===== config.mk =====
export PLATFORM = sky130hd
export DESIGN_NAME = entrada_switch_handshake_flat
export DESIGN_NICKNAME = d
export VERILOG_FILES = /design/src/rtl/entrada_switch_handshake_pkg.sv /design/src/rtl/entrada_switch_handshake_if.sv /design/src/rtl/entrada_switch_handshake_filtro_botao.sv /design/src/rtl/entrada_switch_handshake.sv /design/src/flat_wrapper.sv
export SDC_FILE = /design/constraint.sdc
export NUM_CORES = 1
export LEC_CHECK = 0
export ABC_AREA = 1
export ABC_CLOCK_PERIOD_IN_PS = 1840
export CORE_MARGIN = 10
export CORE_UTILIZATION = 37
export CTS_CLUSTER_DIAMETER = 100
export CTS_CLUSTER_SIZE = 24
export DETAILED_ROUTE_END_ITERATION = 12
export PLACE_DENSITY = 0.8
export SYNTH_ARGS = -nofsm -noshare
export SYNTH_HDL_FRONTEND = slang
export SYNTH_SLANG_ARGS = --single-unit
export TNS_END_PERCENT = 1

===== constraint.sdc =====
create_clock -name clock -period 1.84 [get_ports clock]
set_clock_uncertainty 0.05 [all_clocks]
set_input_delay 0.276 -clock clock [delete_from_list [all_inputs] [get_ports clock]]
set_output_delay 0.276 -clock clock [all_outputs]
set_load 0.01 [all_outputs]

===== src/rtl/entrada_switch_handshake_pkg.sv =====
// Shared definitions for the switch-input stage: data widths, FSM state type
// and the switch-word sign extension.
package sistema_pkg;

  localparam int LARGURA_DADO   = 32;
  localparam int LARGURA_SWITCH = 9;

  typedef enum logic [1:0] {
    OCIOSO,
    ESPERA_PRESSAO,
    ESPERA_SOLTURA
  } estado_entrada_t;

  function automatic logic [LARGURA_DADO-1:0] estenderSinal(input logic [LARGURA_SWITCH-1:0] valor);
    return {{(LARGURA_DADO - LARGURA_SWITCH){valor[LARGURA_SWITCH-1]}}, valor};
  endfunction

endpackage


===== src/rtl/entrada_switch_handshake_if.sv =====
// Handshake and data bundle between the switch-input stage (slave) and the
// control unit / board pins (master).
interface entrada_switch_handshake_if;
  import sistema_pkg::*;

  logic                      enter;
  logic [LARGURA_SWITCH-1:0] entradaSwitch;
  logic                      pedido;
  logic [LARGURA_DADO-1:0]   dado;
  logic                      pronto;
  logic                      aguardando;

  modport master (
    output enter, entradaSwitch, pedido,
    input  dado, pronto, aguardando
  );

  modport slave (
    input  enter, entradaSwitch, pedido,
    output dado, pronto, aguardando
  );

endinterface


===== src/rtl/entrada_switch_handshake_filtro_botao.sv =====
// Two-flop synchroniser plus debounce counter for the pushbutton.
// Only compiled when ENTRADA_SWITCH_DEBOUNCE_EN is defined.
`ifdef ENTRADA_SWITCH_DEBOUNCE_EN
module filtro_botao #(
  parameter int DEBOUNCE_CYCLES = 4
) (
  input  logic clock,
  input  logic reset,
  input  logic bruto,
  output logic limpo
);

  localparam int LARGURA_CONT = $clog2(DEBOUNCE_CYCLES + 1);
  localparam logic [LARGURA_CONT-1:0] CONT_FINAL = LARGURA_CONT'(DEBOUNCE_CYCLES - 1);
  localparam logic [LARGURA_CONT-1:0] UM = LARGURA_CONT'(1);

  logic                    sinc1;
  logic                    sinc2;
  logic [LARGURA_CONT-1:0] contagem;

  // The level is accepted on the edge where the N-th consecutive differing
  // sample is seen, so the counter only has to reach N-1 before that edge.
  always_ff @(posedge clock) begin
    if (reset) begin
      sinc1    <= 1'b0;
      sinc2    <= 1'b0;
      limpo    <= 1'b0;
      contagem <= '0;
    end else begin
      sinc1 <= bruto;
      sinc2 <= sinc1;
      if (sinc2 == limpo) begin
        contagem <= '0;
      end else if (contagem == CONT_FINAL) begin
        limpo    <= sinc2;
        contagem <= '0;
      end else begin
        contagem <= contagem + UM;
      end
    end
  end

endmodule
`endif


===== src/rtl/entrada_switch_handshake.sv =====
// Switch-input stage: button conditioning, request/acknowledge FSM and capture
// of the sign-extended switch word. Debounce enabled by ENTRADA_SWITCH_DEBOUNCE_EN.
module entrada_switch_handshake
  import sistema_pkg::*;
#(
  parameter int DEBOUNCE_CYCLES = 4
) (
  input logic                        clock,
  input logic                        reset,
  entrada_switch_handshake_if.slave  bus
);

  if (DEBOUNCE_CYCLES < 1 || DEBOUNCE_CYCLES > 255) begin : gParamInvalido
    $error("DEBOUNCE_CYCLES must be within 1..255");
  end

  logic pressionado;
  logic pressionadoDb;
  logic pressionadoDbAnt;
  logic borda;

  assign pressionado = ~bus.enter;

`ifdef ENTRADA_SWITCH_DEBOUNCE_EN
  filtro_botao #(
    .DEBOUNCE_CYCLES (DEBOUNCE_CYCLES)
  ) uFiltro (
    .clock (clock),
    .reset (reset),
    .bruto (pressionado),
    .limpo (pressionadoDb)
  );
`else
  logic sinc1;
  logic sinc2;

  always_ff @(posedge clock) begin
    if (reset) begin
      sinc1 <= 1'b0;
      sinc2 <= 1'b0;
    end else begin
      sinc1 <= pressionado;
      sinc2 <= sinc1;
    end
  end

  assign pressionadoDb = sinc2;
`endif

  assign borda = pressionadoDb & ~pressionadoDbAnt;

  // state          | meaning
  // OCIOSO         | no pending input instruction
  // ESPERA_PRESSAO | request pending, waiting for a fresh button press
  // ESPERA_SOLTURA | word captured, waiting for the button to be released
  estado_entrada_t         estado;
  estado_entrada_t         estadoProx;
  logic                    capturar;
  logic [LARGURA_DADO-1:0] dado;
  logic                    pronto;
  logic                    aguardando;

  always_ff @(posedge clock) begin
    if (reset) begin
      estado           <= OCIOSO;
      pressionadoDbAnt <= 1'b0;
      dado             <= '0;
      pronto           <= 1'b0;
      aguardando       <= 1'b0;
    end else begin
      estado           <= estadoProx;
      pressionadoDbAnt <= pressionadoDb;
      pronto           <= capturar;
      aguardando       <= (estado == ESPERA_PRESSAO);
      if (capturar) begin
        dado <= estenderSinal(bus.entradaSwitch);
      end
    end
  end

  // pedido is deliberately ignored once the word is captured; only release exits.
  always_comb begin
    estadoProx = estado;
    capturar   = 1'b0;
    case (estado)
      OCIOSO: begin
        if (bus.pedido) estadoProx = ESPERA_PRESSAO;
      end
      ESPERA_PRESSAO: begin
        if (!bus.pedido) begin
          estadoProx = OCIOSO;
        end else if (borda) begin
          capturar   = 1'b1;
          estadoProx = ESPERA_SOLTURA;
        end
      end
      ESPERA_SOLTURA: begin
        if (!pressionadoDb) estadoProx = OCIOSO;
      end
      default: estadoProx = OCIOSO;
    endcase
  end

  assign bus.dado       = dado;
  assign bus.pronto     = pronto;
  assign bus.aguardando = aguardando;

endmodule


===== src/flat_wrapper.sv =====
// flat-port wrapper written by rule: the top's interface ports become plain ports
module entrada_switch_handshake_flat import sistema_pkg::*;
#(
  parameter int DEBOUNCE_CYCLES = 4
)
  (clock, reset, bus_enter, bus_entradaSwitch, bus_pedido, bus_dado, bus_pronto, bus_aguardando);
  entrada_switch_handshake_if bus_i ();
  input logic clock;
  input logic reset;
  input wire logic [$bits(bus_i.enter)-1:0] bus_enter;
  input wire logic [$bits(bus_i.entradaSwitch)-1:0] bus_entradaSwitch;
  input wire logic [$bits(bus_i.pedido)-1:0] bus_pedido;
  output wire logic [$bits(bus_i.dado)-1:0] bus_dado;
  output wire logic [$bits(bus_i.pronto)-1:0] bus_pronto;
  output wire logic [$bits(bus_i.aguardando)-1:0] bus_aguardando;
  assign bus_i.enter = bus_enter;
  assign bus_i.entradaSwitch = bus_entradaSwitch;
  assign bus_i.pedido = bus_pedido;
  assign bus_dado = bus_i.dado;
  assign bus_pronto = bus_i.pronto;
  assign bus_aguardando = bus_i.aguardando;
  entrada_switch_handshake #(.DEBOUNCE_CYCLES(DEBOUNCE_CYCLES)) u_core (.clock(clock), .reset(reset), .bus(bus_i));
endmodule

==> results.json, run 1 <==
{
  "ant_nets": 0,
  "max_cap_violations": 0,
  "htree_levels": 1,
  "arrival_ns": 1.38,
  "die_area_sq_mm": 0.00431,
  "gp_congestion": 0.638,
  "antenna_found_initial": 0,
  "synth_top_family_by_area": "buffers and inverters",
  "cts_buffers": 3,
  "synth_top_area_frac": 0.415,
  "status": "finished clean",
  "row_count": 16,
  "powerDensity_mw_per_mm2": 588,
  "grt_pass1_vias": 606,
  "setup_viol": 0,
  "worstSetupPathType": "register to output pin",
  "timing.final.crit_share": 0.929,
  "synth_seq_cells": 16,
  "portBuffers": 46,
  "tns_ns": 0,
  "ys_warn_count": 0,
  "p_leak_nw": 0.456,
  "drc": 0,
  "core-area_sq_mm": 0.00198,
  "hold_class": "register to register",
  "synth.avg_cell_area_sq_um": 7.42,
  "synth_top_cell_by_area": "dfxtp_1",
  "grt_usage": 0.0770,
  "worst_slack_ns": 0.130,
  "yosysSeqAreaShare": 0.415,
  "wl_um": 1700,
  "area_delta_synth_final_pct": 46.4,
  "antenna_cells": 0,
  "maxSlewHeadroom": 0.735,
  "synthAdderAreaFrac": 0,
  "muxShareOfSynthArea": 0,
  "worstSkewPairLatency_ns": 0.28,
  "crit_fanout": 24,
  "grt_pass1_wl_um": 2690,
  "die_y_um": 65.7,
  "cts.clk_slew.worst_paths_ns": 0.09,
  "wl_per_cell_um": 10.8,
  "start_util": 0.390,
  "clockBufferDepth": 2,
  "hold_viol_final": 0,
  "synth_compound_area_frac": 0.0194,
  "dp_slack_ns": 0.207,
  "rsz0062_at_grt": "false",
  "boundaryPins": 47,
  "tritoncts": "built",
  "tightestPinTransition_ns": 0.396,
  "syn_area_sq_um": 772,
  "dr_total_vias": 640,
  "max_freq_mhz": 585,
  "period_needed_ns": 1.71,
  "syn_nets": 117,
  "cts.sinks": 16,
  "drt-initial-drc-count": 17,
  "slew_violations": 0,
  "mostFrequentLayoutCell": "clkdlybuf4s50_1",
  "cts_setup_buffers": 0,
  "dp_hpwl_um": 1400,
  "dr.pass1.iters": 4,
  "die_w_um": 65.7,
  "synth-simple-area-share": 0.250,
  "netlist_instances": 104,
  "drt-vias-per-instance": 4.05,
  "num-nets-final": 145,
  "synthTopCellsByArea": "dfxtp_1 41%, buf_4 22%, nor2_1 11%",
  "final_layout_size_suffix_gt1_frac": 0.0763,
  "final_cell_mix": "46 x clkdlybuf4s50_1, 22 x nor2_1, 18 x nand2_1",
  "synth_xor_area_frac": 0,
  "root_buffer": "clkbuf_4",
  "ys_types": 15,
  "startpoint_type": "register",
  "ir_worst_vdd_v": 0.000496,
  "grt-ovfl-total": 0,
  "grt_max_degree": 25,
  "worstPathRequired_ns": 1.51,
  "end_kind": "output pin"
}
[worst paths after layout]
path	endpoint	startpoint	cells past startpoint	slack (ns)
max	bus_dado[12]	u_core.bus.dado[8]	2	0.13
min	u_core.pressionadoDb	u_core.sinc1	2	0.38
max reg2reg	u_core.bus.dado[2]	u_core.pressionadoDb	5	0.60
min reg2reg	u_core.pressionadoDb	u_core.sinc1	2	0.38
[cell families after synthesis]
family | count (synthesis)
AND/OR/NAND/NOR | 46
buffers and inverters | 40
AO/OA/AOI/OAI | 2
flip-flops | 16
[critical path, cell delays in order (launching register included)]
cell	delay (ns)
dfxtp_1	0.35
buf_6	0.18
clkdlybuf4s50_1	0.57
[power breakdown]
part | internal [mW] | total, mW | switching (mW)
logic | 0.0466 | 0.0778 | 0.0313
clock network | 0.120 | 0.229 | 0.109
registers | 0.354 | 0.358 | 0.00415
total | 0.520 | 0.664 | 0.144
[flip-flops by register name (all words and copies together) (netlist names)]
| name | cells |
|---|---|
| u_core.bus.aguardando | 1 |
| u_core.bus.dado | 9 |
| u_core.bus.pronto | 1 |
| u_core.estado | 2 |
| u_core.pressionadoDb | 1 |
| u_core.pressionadoDbAnt | 1 |
| u_core.sinc1 | 1 |
[cell type report]
cell class / instances / area, sq um
clock buffers: 4 / 36.3
fillers: 171 / 852
inverters: 16 / 60.1
multi-input cells: 48 / 208
flip-flops and latches: 16 / 320
well taps: 27 / 33.8
repair buffers: 47 / 472
[synth_stat cells]
cell type	n
inv_1	14
dfxtp_1	16
nor3_1	1
buf_6	1
nor2_4	1
nand2_2	1
nor2_1	22
clkinv_1	1
nand3_1	2
a21oi_2	1
a31oi_1	1
buf_4	23
nand2_1	18
nand3_2	1
inv_2	1
[layer usage]
layer	vias up	track usage	routed length [um]
li1	334	-	-
met1	265	0.0743	642
met2	39	0.130	720
met3	2	0.0458	332
met4	0	0.0321	7
met5	-	0	0
[through the flow]
| stage | power [mW] | utilization | cell area, sq um | hold slack, ns | std cells |
|---|---|---|---|---|---|
| after CTS | 0.675 | 0.568 | 1130 | 0.383 | 158 |
| after detailed placement | 0.444 | 0.550 | 1090 | 0.360 | 154 |
| after global routing | 0.699 | 0.570 | 1130 | 0.386 | 158 |
| after global placement | 0.442 | 0.550 | 1090 | 0.344 | 154 |
| after floorplan | 0.401 | - | 772 | 0.288 | 104 |
| final | 0.664 | 0.570 | 1130 | 0.376 | 158 |
[what timing repair did]
item                       CTS  global route
resized for setup            0             1
hold buffers                 0             0
setup endpoints to repair    0            20
No activity file was read; power rests on OpenSTA's default activity.
==> run 2: changes to the inputs <==
Settings changed: ABC_AREA 1 to default, CTS_CLUSTER_DIAMETER 100 to 40, PLACE_DENSITY 0.8 to 0.79.
==> run 2 against run 1 <==
Compared with the run above:
- synthesized cell count is 22% lower
- cell area is 2.2% higher
- critical path depth stayed put
- total power is 1.7% lower
- cell count is 15% lower
- largest power group unchanged
- combinational power is 11% lower
- synthesized area is 4.9% higher
- register-to-register slack better by 0.03 ns
- critical path type unchanged
- die area is 3.4% higher
- via count is 11% lower
- setup slack worse by 0.040 ns
==> results.json, run 2 <==
{
  "hold_viol_final": 0,
  "largest_reg_flops": 9,
  "wl_per_cell_um": 13.0,
  "p_leak_nw": 0.409,
  "status": "finished clean",
  "startpoint_type": "register",
  "die_area_sq_mm": 0.00446,
  "worstSetupPathType": "register to output pin",
  "core-area_sq_mm": 0.00202,
  "tightestPinTransition_ns": 0.262,
  "syn_area_sq_um": 810,
  "grt_pass1_vias": 562,
  "clockBufferDepth": 2,
  "cts_buffers": 3,
  "worstPathRequired_ns": 1.51,
  "stdcell_area_sq_mm": 0.00115,
  "area_delta_synth_final_pct": 42.7,
  "tritoncts": "built",
  "slew_violations": 0,
  "ant_nets": 0,
  "tns_ns": 0,
  "async_flop_share": 0,
  "placed_cell_area_sq_mm": 0.00112,
  "synth_top_cell_by_area": "dfxtp_1",
  "synth_seq_cells": 16,
  "start_util": 0.400,
  "holdPathStages": 1,
  "yosysMostFrequentCell": "buf_4",
  "final_layout_size_suffix_gt1_frac": 0.0748,
  "row_count": 16,
  "reg_top3": "u_core.bus.dado (9), u_core.estado (2)",
  "dp_hpwl_um": 1430,
  "gp_congestion": 0.638,
  "combPwrFrac": 0.107,
  "ys_types": 14,
  "maxSlewHeadroom": 0.823,
  "rsz0062_at_grt": "false",
  "ys_warn_count": 0,
  "synth.avg_cell_area_sq_um": 9.99,
  "crit_fanout": 24,
  "syn_nets": 94,
  "synth_ff_type": "dfxtp_1",
  "critPathSlowestCell": "clkdlybuf4s50_1",
  "power_switching_mw": 0.132,
  "die_w_um": 66.8,
  "dr_total_vias": 567,
  "cts_resized": 0,
  "n_fill_cell": 176,
  "slowest_delay_ns": 0.58,
  "drt-initial-drc-count": 11,
  "ir_worst_vdd_v": 0.000467,
  "final_cell_mix": "46 x clkdlybuf4s50_1, 18 x nand2b_1, 16 x dfxtp_1",
  "yosysSeqAreaShare": 0.396,
  "max_freq_mhz": 572,
  "cts.sinks": 16,
  "max_cap_violations": 0,
  "powerDensity_mw_per_mm2": 565,
  "timing.final.crit_share": 0.951,
  "cts.clk_slew.worst_paths_ns": 0.09,
  "path_cells": "buf_4 > clkdlybuf4s50_1",
  "pwr-share-clk": 0.349,
  "grt_pass1_wl_um": 2590,
  "cts_hold_buf": 0,
  "drt-vias-per-instance": 4.23,
  "hold_class": "register to register",
  "antenna_cells": 0,
  "utilization": 0.571,
  "swShare": 0.203,
  "top_register": "u_core.bus.dado",
  "netlist_instances": 81,
  "mostFrequentLayoutCell": "clkdlybuf4s50_1",
  "wl_um": 1740,
  "grt_max_degree": 25,
  "portBuffers": 46,
  "yosys-top-cells-count": "23 x buf_4, 18 x nand2b_1, 16 x dfxtp_1, 10 x mux2i_1, 3 x nor2b_1",
  "drc": 0,
  "grt-ovfl-total": 0,
  "die_y_um": 66.8,
  "htree_levels": 1,
  "num-nets-final": 121,
  "synth-edff-count": 0,
  "period_needed_ns": 1.75,
  "arrival_ns": 1.42,
  "root_buffer": "clkbuf_4",
  "dr.pass1.iters": 4,
  "cts_setup_buffers": 0,
  "boundaryPins": 47,
  "synthTopCellsByArea": "dfxtp_1 40%, buf_4 21%, nand2b_1 14%",
  "intPower_mw": 0.521,
  "setup_viol": 0,
  "worstSkewPairLatency_ns": 0.28,
  "grt_usage": 0.0743,
  "synth_top_area_frac": 0.396,
  "end_kind": "output pin",
  "worstRegToRegCells": 3,
  "share_seq_of_total_power": 0.545,
  "antenna_found_initial": 0
}
[run 2: cell count changes in the layout (fill, tap and decap cells not counted), sizes merged, moves of 10 or more]
cell / change
nor2: -21
nand2: -18
nand2b: +18
inv: -15
mux2i: +10
[run 2: metrics by stage]
step / cells / power (mW) / worst slack, ns / hold slack (ns)
2_1_floorplan: 81 / 0.396 / 0.561 / 0.298
3_3_place_gp: 130 / 0.432 / 0.301 / 0.369
3_5_place_dp: 130 / 0.434 / 0.241 / 0.379
4_1_cts: 134 / 0.663 / 0.0511 / 0.403
5_1_grt: 134 / 0.683 / 0.0124 / 0.415
6_report: 134 / 0.653 / 0.0905 / 0.397
[run 2: path summary, 6_finish.rpt]
kind                            slack (ns)          startpoint                    to
worst max-delay path                  0.09  u_core.bus.dado[8]          bus_dado[15]
worst min-delay path                  0.40        u_core.sinc1  u_core.pressionadoDb
worst max register to register        0.63    u_core.estado[1]    u_core.bus.dado[6]
worst min register to register        0.40        u_core.sinc1  u_core.pressionadoDb
[run 2: final cells by class]
type / instances / area (sq um) / share of cell area
flip-flops and latches: 16 / 320 / 0.277
multi-input cells: 39 / 289 / 0.250
clock buffers: 4 / 36.3 / 0.0314
repair buffers: 48 / 475 / 0.412
well taps: 27 / 33.8 / 0.0293
[run 2: power groups by stage]
stage                     Sequential [mW]  Combinational, mW  Clock (mW)
after CTS                           0.356             0.0709       0.236
after global placement              0.364             0.0688           0
after global routing                0.357             0.0754       0.251
final                               0.356             0.0696       0.228
after detailed placement            0.364             0.0706           0
after floorplan                     0.365             0.0308           0
[run 2: cells by family after synthesis]
family | synth area share
and+or+nand+nor | 0.233
buffers and inverters | 0.247
DFF | 0.396
muxes | 0.124
[run 2: critical path: cells and delay by family (launching register included)]
family | cells | cell delay (ns)
buffers and inverters | 2 | 0.80
flip-flops | 1 | 0.34
[run 2: metal layers]
layer | share of wire | track usage | up-vias
met5 | 0 | 0 | -
met4 | 0.0092 | 0.0314 | 0
met3 | 0.24 | 0.0686 | 2
met2 | 0.40 | 0.107 | 39
met1 | 0.35 | 0.0729 | 243
li1 | - | - | 283
==> run 3: changes to the inputs <==
Settings changed: PLACE_DENSITY 0.79 to default, PLACE_DENSITY_LB_ADDON from default to 0.15.
==> run 3 against run 2 <==
Compared with the run above:
- worst hold slack gained 0.0019 ns
- critical path depth is the same
- total power down 7.3%
- global-route usage grew 0.36 points
- die area unchanged
- sequential cell count did not move
- clock power decreased by 21%
- first-iteration DRC count unchanged
- non-clock buffer count stayed put
- combinational power shrank 0.9%
- largest cell class unchanged
- largest power group unchanged
==> results.json, run 3 (synthesis gave the netlist of run 2 again) <==
{
  "status": "finished clean",
  "power_switching_mw": 0.129,
  "die_w_um": 66.8,
  "final_layout_size_suffix_gt1_frac": 0.0660,
  "boundaryPins": 47,
  "swShare": 0.213,
  "hold_class": "register to register",
  "ant_nets": 0,
  "setup_viol": 0,
  "r2r_slack_ns": 0.65,
  "final_cell_mix": "46 x clkdlybuf4s50_1, 18 x nand2b_1, 16 x dfxtp_1",
  "max_cap_violations": 0,
  "timing.final.crit_share": 0.938,
  "hold_viol_final": 0,
  "grt_pass1_wl_um": 2650,
  "top_register": "u_core.bus.dado",
  "die_y_um": 66.8,
  "drt-vias-per-instance": 4.17,
  "cts.sinks": 16,
  "worstSetupPathType": "register to output pin",
  "cts_hold_buf": 0,
  "period_needed_ns": 1.73,
  "area_delta_synth_final_pct": 41.4,
  "num-nets-final": 121,
  "drc": 0,
  "core-area_sq_mm": 0.00202,
  "mostFrequentLayoutCell": "clkdlybuf4s50_1",
  "largest_reg_flops": 9,
  "grt-ovfl-total": 0,
  "wl_um": 1690,
  "placed_cell_area_sq_mm": 0.00112,
  "slowest_delay_ns": 0.57,
  "max_freq_mhz": 580,
  "worstPathRequired_ns": 1.51,
  "crit_fanout": 24,
  "antenna_cells": 0,
  "share_seq_of_total_power": 0.588,
  "stdcell_area_sq_mm": 0.00114,
  "p_leak_nw": 0.402,
  "tightestPinTransition_ns": 0.238,
  "startpoint_type": "register",
  "path_delay_family": "buffers and inverters",
  "utilization": 0.566,
  "cts.clk_slew.worst_paths_ns": 0.09,
  "rsz0062_at_grt": "false",
  "n_fill_cell": 184,
  "end_kind": "output pin",
  "gp_congestion": 0.705,
  "wl_per_cell_um": 12.7,
  "die_area_sq_mm": 0.00446,
  "antenna_found_initial": 0,
  "combPwrFrac": 0.114,
  "path_cells": "buf_6 > clkdlybuf4s50_1",
  "start_util": 0.400,
  "row_count": 16,
  "grt_usage": 0.0779,
  "worst-path-buf-inv": 2,
  "intPower_mw": 0.476,
  "drt-initial-drc-count": 11,
  "dr.pass1.iters": 2,
  "tritoncts": "built",
  "ir_worst_vdd_v": 0.000307,
  "clockBufferDepth": 2,
  "grt_pass1_vias": 530,
  "slew_violations": 0,
  "worstSkewPairLatency_ns": 0.28,
  "maxSlewHeadroom": 0.839,
  "arrival_ns": 1.40,
  "pwr-share-clk": 0.298,
  "htree_levels": 1,
  "reg_top3": "u_core.bus.dado (9), u_core.estado (2)",
  "critPathSlowestCell": "clkdlybuf4s50_1",
  "root_buffer": "clkbuf_4",
  "powerDensity_mw_per_mm2": 528,
  "grt_max_degree": 25,
  "cts_buffers": 3,
  "dr_total_vias": 555,
  "portBuffers": 46,
  "tns_ns": 0
}
run 3: cell types whose count changed in the layout (fill, tap and decap cells not counted), sizes merged:
cell / before / now
clkbuf: 4 / 3
run 3: metrics by stage:
step	cells	total power [mW]	setup WS, ns	hold slack [ns]
final	133	0.605	0.115	0.399
after floorplan	81	0.396	0.561	0.298
after global placement	130	0.432	0.303	0.371
after CTS	133	0.617	0.0402	0.406
after global routing	133	0.639	0.00982	0.422
after detailed placement	130	0.433	0.280	0.386
run 3: cell type report:
cell class / instances / area [sq um] / area share
Clock buffer: 3 / 22.5 / 0.0197
Multi-Input combinational cell: 39 / 289 / 0.252
Sequential cell: 16 / 320 / 0.280
Tap cell: 27 / 33.8 / 0.0295
Timing Repair Buffer: 48 / 479 / 0.419
run 3: path summary, 6_finish.rpt:
path | to | startpoint | depth (start not counted)
hold / removal | u_core.pressionadoDb | u_core.sinc1 | 1
setup reg to reg | u_core.bus.dado[5] | u_core.estado[1] | 3
hold reg to reg | u_core.pressionadoDb | u_core.sinc1 | 1
setup / recovery | bus_dado[23] | u_core.bus.dado[8] | 2
run 3: timing repair:
action | CTS | global route
endpoints found under the setup margin | 0 | 24
buffers inserted | 0 | 0
gates resized for setup | 0 | 1
run 3: per-layer routing:
layer / routed length (um) / GRT usage / part of all wire / vias up
met3: 345 / 0.0702 / 0.20 / 4
met5: 0 / 0 / 0 / -
met4: 25 / 0.0314 / 0.015 / 0
met2: 663 / 0.116 / 0.39 / 34
li1: - / - / - / 284
met1: 653 / 0.0745 / 0.39 / 233
run 3: power groups by stage:
stage / Combinational [mW] / Clock [mW] / Sequential (mW)
2_1_floorplan: 0.0308 / 0 / 0.365
3_3_place_gp: 0.0688 / 0 / 0.364
3_5_place_dp: 0.0696 / 0 / 0.364
4_1_cts: 0.0700 / 0.191 / 0.356
5_1_grt: 0.0748 / 0.208 / 0.357
6_report: 0.0690 / 0.180 / 0.356
